File: config.mk
export PLATFORM = sky130hd
export DESIGN_NAME = guarded_sized_fifo
export DESIGN_NICKNAME = d
export VERILOG_FILES = /design/src/rtl/guarded_sized_fifo_pkg.sv /design/src/rtl/guarded_fifo_mem.sv /design/src/rtl/guarded_sized_fifo.sv
export SDC_FILE = /design/constraint.sdc
export NUM_CORES = 1
export LEC_CHECK = 0
export ABC_AREA = 1
export BUFFER_PORTS_ARGS = -buffer_cell sky130_fd_sc_hd__buf_2
export CORE_ASPECT_RATIO = 0.6
export CORE_MARGIN = 1.5
export CORE_UTILIZATION = 50
export DETAILED_ROUTE_END_ITERATION = 6
export PLACE_DENSITY = 0.73
export RECOVER_POWER = 25
export REMOVE_ABC_BUFFERS = 1
export SKIP_LAST_GASP = 1
export SLEW_MARGIN = 20
export SYNTH_ARGS = -nofsm -noshare
export SYNTH_HDL_FRONTEND = slang
export SYNTH_SLANG_ARGS = --single-unit
File: constraint.sdc
create_clock -name CLK -period 3.45 [get_ports CLK]
set_input_delay 0.69 -clock CLK [delete_from_list [all_inputs] [get_ports CLK]]
set_output_delay 0.69 -clock CLK [all_outputs]
set_load 0.05 [all_outputs]
File: src/rtl/guarded_sized_fifo_pkg.sv
// Shared helpers for guarded_sized_fifo: pointer wrap arithmetic and
// pointer-width sizing.
package guarded_sized_fifo_pkg;

    // Advance a pointer by one, wrapping from depth-1 back to 0.
    function automatic int unsigned ptr_wrap_inc(input int unsigned ptr,
                                                 input int unsigned depth);
        return (ptr >= depth - 1) ? 0 : ptr + 1;
    endfunction

    // Smallest pointer width able to address depth entries (at least 1 bit).
    function automatic int unsigned min_ptr_width(input int unsigned depth);
        int unsigned w;
        w = 1;
        while ((1 << w) < depth) begin
            w = w + 1;
        end
        return w;
    endfunction

endpackage

File: src/rtl/guarded_fifo_mem.sv
// Storage array for guarded_sized_fifo: one synchronous write port and one
// asynchronous read port. Contents are never reset.
module guarded_fifo_mem #(
    parameter int width      = 32,
    parameter int depth      = 8,
    parameter int addr_width = 3
) (
    input  logic                  clk,
    input  logic                  we,
    input  logic [addr_width-1:0] waddr,
    input  logic [width-1:0]      wdata,
    input  logic [addr_width-1:0] raddr,
    output logic [width-1:0]      rdata
);

    logic [width-1:0] mem [depth];

    // Write the addressed entry on the rising edge when enabled.
    always_ff @(posedge clk) begin
        if (we) begin
            mem[waddr] <= wdata;
        end
    end

    // Read is combinational from the registered read pointer and storage.
    assign rdata = mem[raddr];

endmodule

File: src/rtl/guarded_sized_fifo.sv
// guarded_sized_fifo: parameterised single-clock FIFO with registered
// active-low FULL_N/EMPTY_N flags and a synchronous clear.
// Optional macro GUARDED_FIFO_CHECK_EN compiles in simulation-only messages
// for masked ENQ/DEQ (when guarded=1) and an elaboration check that
// p3cntr_width can address p2depth entries. Synthesised logic is the same.
module guarded_sized_fifo
    import guarded_sized_fifo_pkg::*;
#(
    parameter int p1width      = 32,
    parameter int p2depth      = 8,
    parameter int p3cntr_width = 3,
    parameter bit guarded      = 1'b1
) (
    input  logic               CLK,
    input  logic               RST,
    input  logic [p1width-1:0] D_IN,
    input  logic               ENQ,
    input  logic               DEQ,
    input  logic               CLR,
    output logic [p1width-1:0] D_OUT,
    output logic               FULL_N,
    output logic               EMPTY_N
);

    logic [p3cntr_width-1:0] rptr_reg, rptr_next, rptr_inc;
    logic [p3cntr_width-1:0] wptr_reg, wptr_next, wptr_inc;
    logic                    full_reg, full_next;
    logic                    empty_reg, empty_next;
    logic                    enq_fire, deq_fire;

    assign rptr_inc = p3cntr_width'(ptr_wrap_inc(32'(rptr_reg), p2depth));
    assign wptr_inc = p3cntr_width'(ptr_wrap_inc(32'(wptr_reg), p2depth));

    // Illegal operations are masked in both modes so state stays coherent
    // even if an unguarded caller breaks its contract.
    if (guarded) begin : g_guarded
        assign enq_fire = ENQ && !full_reg;
        assign deq_fire = DEQ && !empty_reg;
    end else begin : g_unguarded
        assign enq_fire = ENQ && !full_reg;
        assign deq_fire = DEQ && !empty_reg;
    end

    // Next pointers and flags; clear wins over enqueue/dequeue.
    always_comb begin
        rptr_next  = rptr_reg;
        wptr_next  = wptr_reg;
        full_next  = full_reg;
        empty_next = empty_reg;
        if (CLR) begin
            rptr_next  = '0;
            wptr_next  = '0;
            full_next  = 1'b0;
            empty_next = 1'b1;
        end else if (enq_fire && deq_fire) begin
            rptr_next = rptr_inc;
            wptr_next = wptr_inc;
        end else if (enq_fire) begin
            wptr_next  = wptr_inc;
            empty_next = 1'b0;
            full_next  = (wptr_inc == rptr_reg);
        end else if (deq_fire) begin
            rptr_next  = rptr_inc;
            full_next  = 1'b0;
            empty_next = (rptr_inc == wptr_reg);
        end
    end

    // Control state register; reset discards contents immediately.
    always_ff @(posedge CLK or negedge RST) begin
        if (!RST) begin
            rptr_reg  <= '0;
            wptr_reg  <= '0;
            full_reg  <= 1'b0;
            empty_reg <= 1'b1;
        end else begin
            rptr_reg  <= rptr_next;
            wptr_reg  <= wptr_next;
            full_reg  <= full_next;
            empty_reg <= empty_next;
        end
    end

    // Clear leaves storage untouched, so the write is suppressed with it.
    guarded_fifo_mem #(
        .width      (p1width),
        .depth      (p2depth),
        .addr_width (p3cntr_width)
    ) u_mem (
        .clk   (CLK),
        .we    (enq_fire && !CLR),
        .waddr (wptr_reg),
        .wdata (D_IN),
        .raddr (rptr_reg),
        .rdata (D_OUT)
    );

    assign FULL_N  = !full_reg;
    assign EMPTY_N = !empty_reg;

`ifdef GUARDED_FIFO_CHECK_EN
    if (p3cntr_width < min_ptr_width(p2depth)) begin : g_width_check
        $error("guarded_sized_fifo: p3cntr_width too small for p2depth");
    end

    if (guarded) begin : g_op_checks
        // Report every masked operation with instance path and time.
        always @(posedge CLK) begin
            if (RST && !CLR && ENQ && full_reg) begin
                $display("%m @%0t: ENQ on full FIFO", $time);
            end
            if (RST && !CLR && DEQ && empty_reg) begin
                $display("%m @%0t: DEQ on empty FIFO", $time);
            end
        end
    end
`endif

endmodule

After elaboration in Yosys (flattened, before gate mapping)
Memory sizes are Yosys's and may differ from the RTL's.
Cells that the tools add are included.
- register bits: 8
- bits in writable memories: 256
- bits of input ports: 37
- output and inout port bits: 34
- word-level logic and storage cells: 44
- memories: 1
- memory list (memory ; depth ; width ; read ports ; clocked after Yosys merged registers in ; write ports ; line ; RTL):
    u_mem.mem ; 8 ; 32 ; 1 ; 0 ; 1 ; guarded_fifo_mem.sv:16 ; logic [width-1:0] mem [depth];
- add/sub/neg operators: 2
- magnitude comparators: 2
- equality and inequality tests: 4
- mux-type cells: 19
- reduce and logical (&&, ||, !) cells: 12
- operators by type and width (kind ; count):
    $mux W3 ; 9
    $mux W1 ; 10
    $reduce_bool A3 Y1 ; 3
    $add A3 B1 Y3 const B ; 2
    $eq A3 B3 Y1 ; 2
    $ge A3 B3 Y1 const B ; 2
    $logic_and A1 B1 Y1 ; 4
    $reduce_and A2 Y1 ; 2
    $logic_not A1 Y1 ; 3
    $ne A3 B2 Y1 const B ; 1
    $ne A2 B2 Y1 const B ; 1

Depth between registers and ports, before layout
Gate-level depths: netlist of run 1.
- word-level depth: 7
- gate-level depth with buffers: 11
- mapped depth without buffers: 11

By module
Synthesis of run 1 repeated with hierarchy kept, for this count alone.
- cell total of the unflattened synthesis: 1196
- area, all modules: 11776.3 um^2
- by module, submodules not included (module ; instances ; cells each ; area each (um^2)):
    guarded_fifo_mem ; 1 ; 1124 ; 11232.0
    guarded_sized_fifo ; 1 ; 72 ; 544.3

Worst setup path after synthesis of run 1
OpenSTA, ideal clock, no wires.
- path type: input -> register
- start point: input ENQ
- end point: memory u_mem.mem[6][0] (enable)
- library setup time: 0.461 ns
- arrival: 3.225 ns
- required time: 2.989 ns
- setup slack: -0.236 ns
- stages on the path: 4
- path through: nand2_1 -> inv_2 -> nand3_1 -> nor3_1
- cells in the longest elaborated chain, start to end: 4
- RTL lines (element ; line ; RTL):
    from (decl) ; guarded_sized_fifo.sv:17 ; input logic ENQ,
    $logic_and A1 B1 Y1 ; guarded_sized_fifo.sv:37 ; assign enq_fire = ENQ && !full_reg;
    $logic_and A1 B1 Y1 ; guarded_sized_fifo.sv:91 ; .we (enq_fire && !CLR),
    $mux W1 ; guarded_fifo_mem.sv:20 ; if (we) begin
    $mux W1 (implied by the code) ; guarded_fifo_mem.sv:21 ; mem[waddr] <= wdata;
    to (decl) ; guarded_fifo_mem.sv:16 ;
Every way passes these cells.

Worst setup path in the final report of run 1
- start point: register rptr_reg[1]
- end point: output D_OUT[31]
- cells in the longest elaborated chain, start to end: 1
- RTL lines (element ; line ; RTL):
    from (decl) ; guarded_sized_fifo.sv:25 ; logic [p3cntr_width-1:0] rptr_reg, rptr_next, rptr_inc;
    from (signal assigned) ; guarded_sized_fifo.sv:77 ; rptr_reg <= rptr_next;
    $mem_v2 Z8 W32 ; -- ;
    to (decl) ; guarded_sized_fifo.sv:20 ; output logic [p1width-1:0] D_OUT,
Every way passes these cells.

==> run_results.csv, run 1 <==
group,metric,value,unit
timing,finalCriticalPeriod,3260,ps
synthesis,synth_compound_area_share,10.4,%
drt,wl_met1,10300,µm
timing,drv_slew,0,
synthesis,ys_ff_latch,264,
layout,multi_input_area,2250,µm²
layout,drive_above_1_share,13.0,%
drt,routed_wl,22800,µm
timing,relSlewSlack,55.6,%
worst_setup_path,crit_fanout,37,
synthesis,synth_top_family_by_area,"compound AO/OA/AOI/OAI gates",
global_route,grt_remaining_overflow,0,
drt,met2_length,10400,µm
layout,utilization,58.4,%
timing,period_share,94.4,%
layout,fill_cells,1616,
synthesis,synth_top_area_share,73.6,%
die,start_util,51.6,%
run_status,outcome,"completed",
global_route,grt_antenna_before_repair,0,
placement,pre_cts_slack,741,ps
placement,hpwl,12000,µm
layout,register_area,7890,µm²
synthesis,synthAdderAreaFrac,0.479,%
pwr,power.density,608,nW/µm²
global_route,grt_usage,21.4,%
timing,hold_viol_final,0,
drt,drc,0,
global_route,grt_pass1_wl,35400,µm
worst_setup_path,worst_ep_arrival_time,2570,ps
layout,largest_reg_flops,256,
clock_tree,clk_pin_slew,70,ps
synthesis,syn_avg_cell_area,12.9,µm²
synthesis,synth_area_leader_cell,"edfxtp_1",
clock_tree,clock_latency,520,ps
synthesis,syn-cell-area,10400,µm²
placement,port_buffers,70,
timing,tightest_slew,666,ps
timing,setup_tns,0,ps
timing,final-setup-viol-count,0,
drt,routed.top_layer,"met4",
synthesis,yosysSeqAreaShare,75.5,%
drt,dr_wl_met3,1600,µm
synthesis,netlist_instances,807,
worst_setup_path,crit_type,"register to output port",
clock_tree,cts_buffer_depth,3,
drt,postRouteAntennaNets,0,
synthesis,synth.area.mux_share,0,%
pwr,irDropWorstVdd,0.000399,V
drt,vias_per_cell,5.63,
drt,wire_per_inst,19.6,µm
flow_run,maxCapViolCount,0,
clock_tree,numCtsBuffers,24,
pwr,p_leak,0.00408,µW
drt,first_pass_iters,5,
pwr,power,7190,µW
synthesis,synth_xor_area_share,0.168,%
synthesis,synth-simple-area-share,10.0,%
die,io_pins,71,
die,rows,40,
layout,area_growth_syn_to_layout,13.2,%
worst_setup_path,critPathCaptureType,"output port",
worst_setup_path,start_kind,"register",
timing,setup_ws,195,ps
timing,grt_setup_unrepaired,"false",
synthesis,synthTopCellsByArea,"edfxtp_1 (74%), nor2_1 (4.9%), o21ai_0 (4.7%)",
clock_tree,cts.sinks,264,
layout,layout.nets,915,
timing,clock.fmax,0.307,GHz
die,core_area,20200,µm²
worst_setup_path,worstPathRequired,2760,ps
global_route,grt_max_degree,131,
clock_tree,cts_max_level,1,
placement,gp_congestion,0.798,
drt,vias,6539,
die,die_width,190,µm
clock_tree,cts_tree,"built",
global_route,grt_pass1_vias,6345,
synthesis,yosysUniqueCellTypes,23,
die,dieArea,21800,µm²
die,dieHeight,115,µm
timing,finClkSkew,14.9,ps
drt,drt_iter0_markers,611,
synthesis,synth_warnings,0,
min_path,hold_class,"input port to register",
worst_setup_path,r2r_slack,1310,ps
clock_tree,cts_root_buffer,"clkbuf_16",
layout,antenna_cells,0,
clock_tree,cts_setup_buffers,0,
-- cells by family after synthesis --
| group | after synthesis |
|---|---|
| adders and majority gates | 4 |
| buffers and inverters | 64 |
| DFF | 264 |
| and+or+nand+nor | 273 |
| AOI/OAI and AO/OA | 200 |
| xor gates and xnor gates | 2 |
-- power by group --
part	leakage, µW	internal, µW	switching, µW	total, µW
sequential	0.00241	3590	31.4	3620
clock	0.000354	1390	1120	2510
combinational	0.00132	257	801	1060
-- critical path: stages, from the launching register on --
cell	delay, ps
dfrtp_2	800
buf_4	390
o21ai_0	160
o22ai_1	220
nand2_1	70
nand2_1	110
buf_2	270
-- cells in the mapped netlist --
cell / n
buf_1: 2
buf_2: 17
buf_4: 2
buf_6: 9
buf_8: 1
clkbuf_1: 18
clkinv_1: 1
dfrtp_1: 7
dfstp_2: 1
edfxtp_1: 256
ha_1: 4
inv_1: 9
inv_2: 4
inv_6: 1
nand2_1: 120
nand3_1: 12
nand4_1: 1
nor2_1: 136
nor3_1: 4
o21ai_0: 99
o21ai_1: 33
o22ai_1: 68
xor2_1: 2
-- what timing repair did --
action | 4_1_cts | 5_1_grt
endpoints found under the setup margin | 0 | 2
hold endpoints to repair | 7 | 0
hold buffers | 1 | 0
resized for setup | 0 | 1
-- final cells by class --
class / instances / share of cell area (%)
Clock buffer: 30 / 5.45
Clock inverter: 11 / 0.688
Inverter: 15 / 0.519
Multi-Input combinational cell: 479 / 19.0
Sequential cell: 264 / 66.8
Tap cell: 273 / 2.89
Timing Repair Buffer: 90 / 4.60
-- metrics by stage --
step / cells / instance area [µm²] / hold WS, ps
floorplan: 758 / 10200 / 394
global placement: 1120 / 11100 / 475
detailed placement: 1120 / 11100 / 480
CTS: 1162 / 11800 / 418
global route: 1162 / 11800 / 460
finish: 1162 / 11800 / 446
-- final timing paths --
path | cells after the start | start | endpoint
min in group asynchronous | 2 | RST | wptr_reg[2]
worst max register to register | 4 | wptr_reg[0] | u_mem.mem[0][19]
max in group asynchronous | 2 | RST | empty_reg
worst max-delay path | 6 | rptr_reg[1] | D_OUT[31]
worst min register to register | 2 | empty_reg | empty_reg
worst min-delay path | 1 | D_IN[22] | u_mem.mem[2][22]
-- cells in the final DEF (no fill, tap or decap), types with 2 or more instances in the layout --
| master | synthesis | routed |
|---|---|---|
| edfxtp_1 | 256 | 256 |
| nor2_1 | 136 | 132 |
| nand2_1 | 120 | 120 |
| o21ai_0 | 99 | 99 |
| o22ai_1 | 68 | 68 |
| buf_2 | 17 | 49 |
| o21ai_1 | 33 | 33 |
| clkbuf_1 | 18 | 26 |
| clkbuf_16 | 0 | 25 |
| buf_4 | 2 | 13 |
| nand3_1 | 12 | 12 |
| inv_1 | 9 | 9 |
| clkinv_1 | 1 | 5 |
| dfrtp_1 | 7 | 5 |
| buf_12 | 0 | 5 |
| inv_2 | 4 | 4 |
| nor2_4 | 0 | 4 |
| nor3_2 | 0 | 4 |
| ha_1 | 4 | 4 |
| clkinv_2 | 0 | 4 |
| xor2_1 | 2 | 2 |
-- metal layers --
metal  vias up  GRT usage [%]
li1       3079              -
met1      3179           30.8
met2       242           34.2
met3        39           3.42
met4         0           6.35
met5         -              0
Power figures use the tool's default switching activity.
==> inputs of run 2 (changes only) <==
PLACE_DENSITY = 0.7   (was 0.73)
clock period = 4 ns   (was 3.45 ns; I/O delays follow)
==> run 2 against run 1 <==
Net effect:
- routed wire length up 1.3%
- clock power is 17% lower
- first-iteration DRC count decreased by 3.3%
- sequential share of layout area up 0.29 points
- utilization is 0.25 points lower
- final area decreased by 0.43%
- highest routed layer unchanged
==> run_results.csv, run 2 (synthesized netlist as in run 1, its figures left out) <==
group,metric,value,unit
run_status,outcome,"completed",
placement,hpwl,12500,µm
timing,period_share,91.5,%
global_route,grt_usage,21.2,%
worst_setup_path,critPathCaptureType,"output port",
timing,finClkSkew,5.15,ps
worst_setup_path,crit_chain,"inv_6 > buf_12 > o21ai_0 > o22ai_1 > nand2_1 > nand2_1 > buf_2",
pwr,switchingPower,1670,µW
worst_setup_path,critical_path_buf_inv_count,3,
worst_setup_path,worstPathRequired,3200,ps
clock_tree,clock_latency,510,ps
worst_setup_path,crit_type,"register to output port",
worst_setup_path,crit_fanout,69,
global_route,grt_max_degree,70,
worst_setup_path,r2r_slack,1610,ps
timing,whs,210,ps
layout,drive_above_1_share,13.4,%
die,rows,40,
placement,dpl-instance-area,11100,µm²
pwr,p_leak,0.00408,µW
min_path,hold_class,"input port to asynchronous set/reset pin",
die,dieHeight,115,µm
pwr,swShare,27.3,%
layout,stdcell_area,11800,µm²
drt,vias,6547,
pwr,clkPwrFrac,34.2,%
pwr,p_seq_share,51.2,%
timing,grt_setup_unrepaired,"false",
layout,final_common_cell,"edfxtp_1",
drt,drc,0,
layout,antenna_cells,0,
clock_tree,cts_max_level,1,
global_route,grt_pass1_vias,6236,
worst_setup_path,cp_common_cell,"nand2_1",
pwr,power.density,521,nW/µm²
layout,area_growth_syn_to_layout,12.7,%
clock_tree,clk_pin_slew,60,ps
die,die_width,190,µm
pwr,irDropWorstVdd,0.000331,V
worst_setup_path,reg2reg_to,"u_mem.mem[0][0]",
clock_tree,numCtsBuffers,24,
clock_tree,cts_hold_buf,0,
die,dieArea,21800,µm²
clock_tree,cts_root_buffer,"clkbuf_16",
layout,largest_reg_flops,256,
clock_tree,cts_resized,0,
die,core_area,20200,µm²
die,start_util,51.6,%
clock_tree,cts_tree,"built",
timing,tightest_slew,925,ps
clock_tree,cts_buffer_depth,3,
drt,routed_wl,23000,µm
die,io_pins,71,
pwr,power.internal,4450,µW
timing,final-setup-viol-count,0,
global_route,grt_antenna_before_repair,0,
global_route,grt_remaining_overflow,0,
timing,finalCriticalPeriod,3660,ps
worst_setup_path,reg2reg_depth,4,
timing,hold_viol_final,0,
layout,layout.nets,916,
worst_setup_path,path_delay_family,"buffers and inverters",
pwr,power_frac_comb,14.6,%
worst_setup_path,slowest_stage,"dfrtp_4",
worst_setup_path,start_kind,"register",
drt,wire_per_inst,19.8,µm
drt,first_pass_iters,5,
timing,clock.fmax,0.273,GHz
placement,gp_congestion,0.852,
placement,port_buffers,70,
timing,relSlewSlack,38.0,%
layout,final_cell_mix,"edfxtp_1 (256), nor2_1 (132), nand2_1 (120)",
drt,vias_per_cell,5.61,
clock_tree,cts_setup_buffers,0,
flow_run,maxCapViolCount,0,
worst_setup_path,max_stage_delay,730,ps
clock_tree,cts.sinks,264,
timing,drv_slew,0,
global_route,grt_pass1_wl,35300,µm
worst_setup_path,worst_ep_arrival_time,2860,ps
layout,fill_cells,1587,
drt,postRouteAntennaNets,0,
worst_setup_path,r2r-start,"wptr_reg[0]",
drt,drt_iter0_markers,591,
-- run 2: worst max-delay path by stage --
| stage | cells after the start | to | from |
|---|---|---|---|
| floorplan | 5 | D_OUT[0] | rptr_reg[0] |
| global placement | 7 | D_OUT[23] | rptr_reg[0] |
| detailed placement | 7 | D_OUT[23] | rptr_reg[0] |
| CTS | 7 | D_OUT[23] | rptr_reg[0] |
| global route | 7 | D_OUT[26] | rptr_reg[0] |
| finish | 7 | D_OUT[23] | rptr_reg[0] |
-- run 2: power by group through the flow --
stage	clock, µW	combinational [µW]	sequential (µW)
2_1_floorplan	0	591	3210
3_3_place_gp	0	878	3190
3_5_place_dp	0	893	3190
4_1_cts	2140	897	3130
5_1_grt	2240	968	3140
6_report	2090	895	3130
-- run 2: per-layer routing --
layer  GRT usage [%]  vias to the layer above  routed length (µm)
met4            4.92                        0                 364
met1            32.1                     3190               10800
met3            3.05                       27                1650
li1                -                     3079                   -
met2            32.8                      251               10200
met5               0                        -                   0
-- run 2: metrics by stage --
stage	utilization [%]	setup slack [ps]	total power, µW	std cells	setup TNS, ps
CTS	58.3	347	6170	1166	0
global route	58.2	182	6350	1166	0
detailed placement	54.8	914	4090	1122	0
global placement	54.8	973	4070	1122	0
finish	58.2	340	6120	1166	0
floorplan	-	-398	3800	758	-12360
-- run 2: cell type report --
class                      instances  area (µm²)  area share, %
inverter                          15        61.3          0.521
clock inverter                    13        60.1          0.510
sequential                       264        7890           67.1
timing repair buffer              91         509           4.33
clock buffer                      31         648           5.51
multi-input combinational        479        2250           19.1
tap                              273         342           2.90
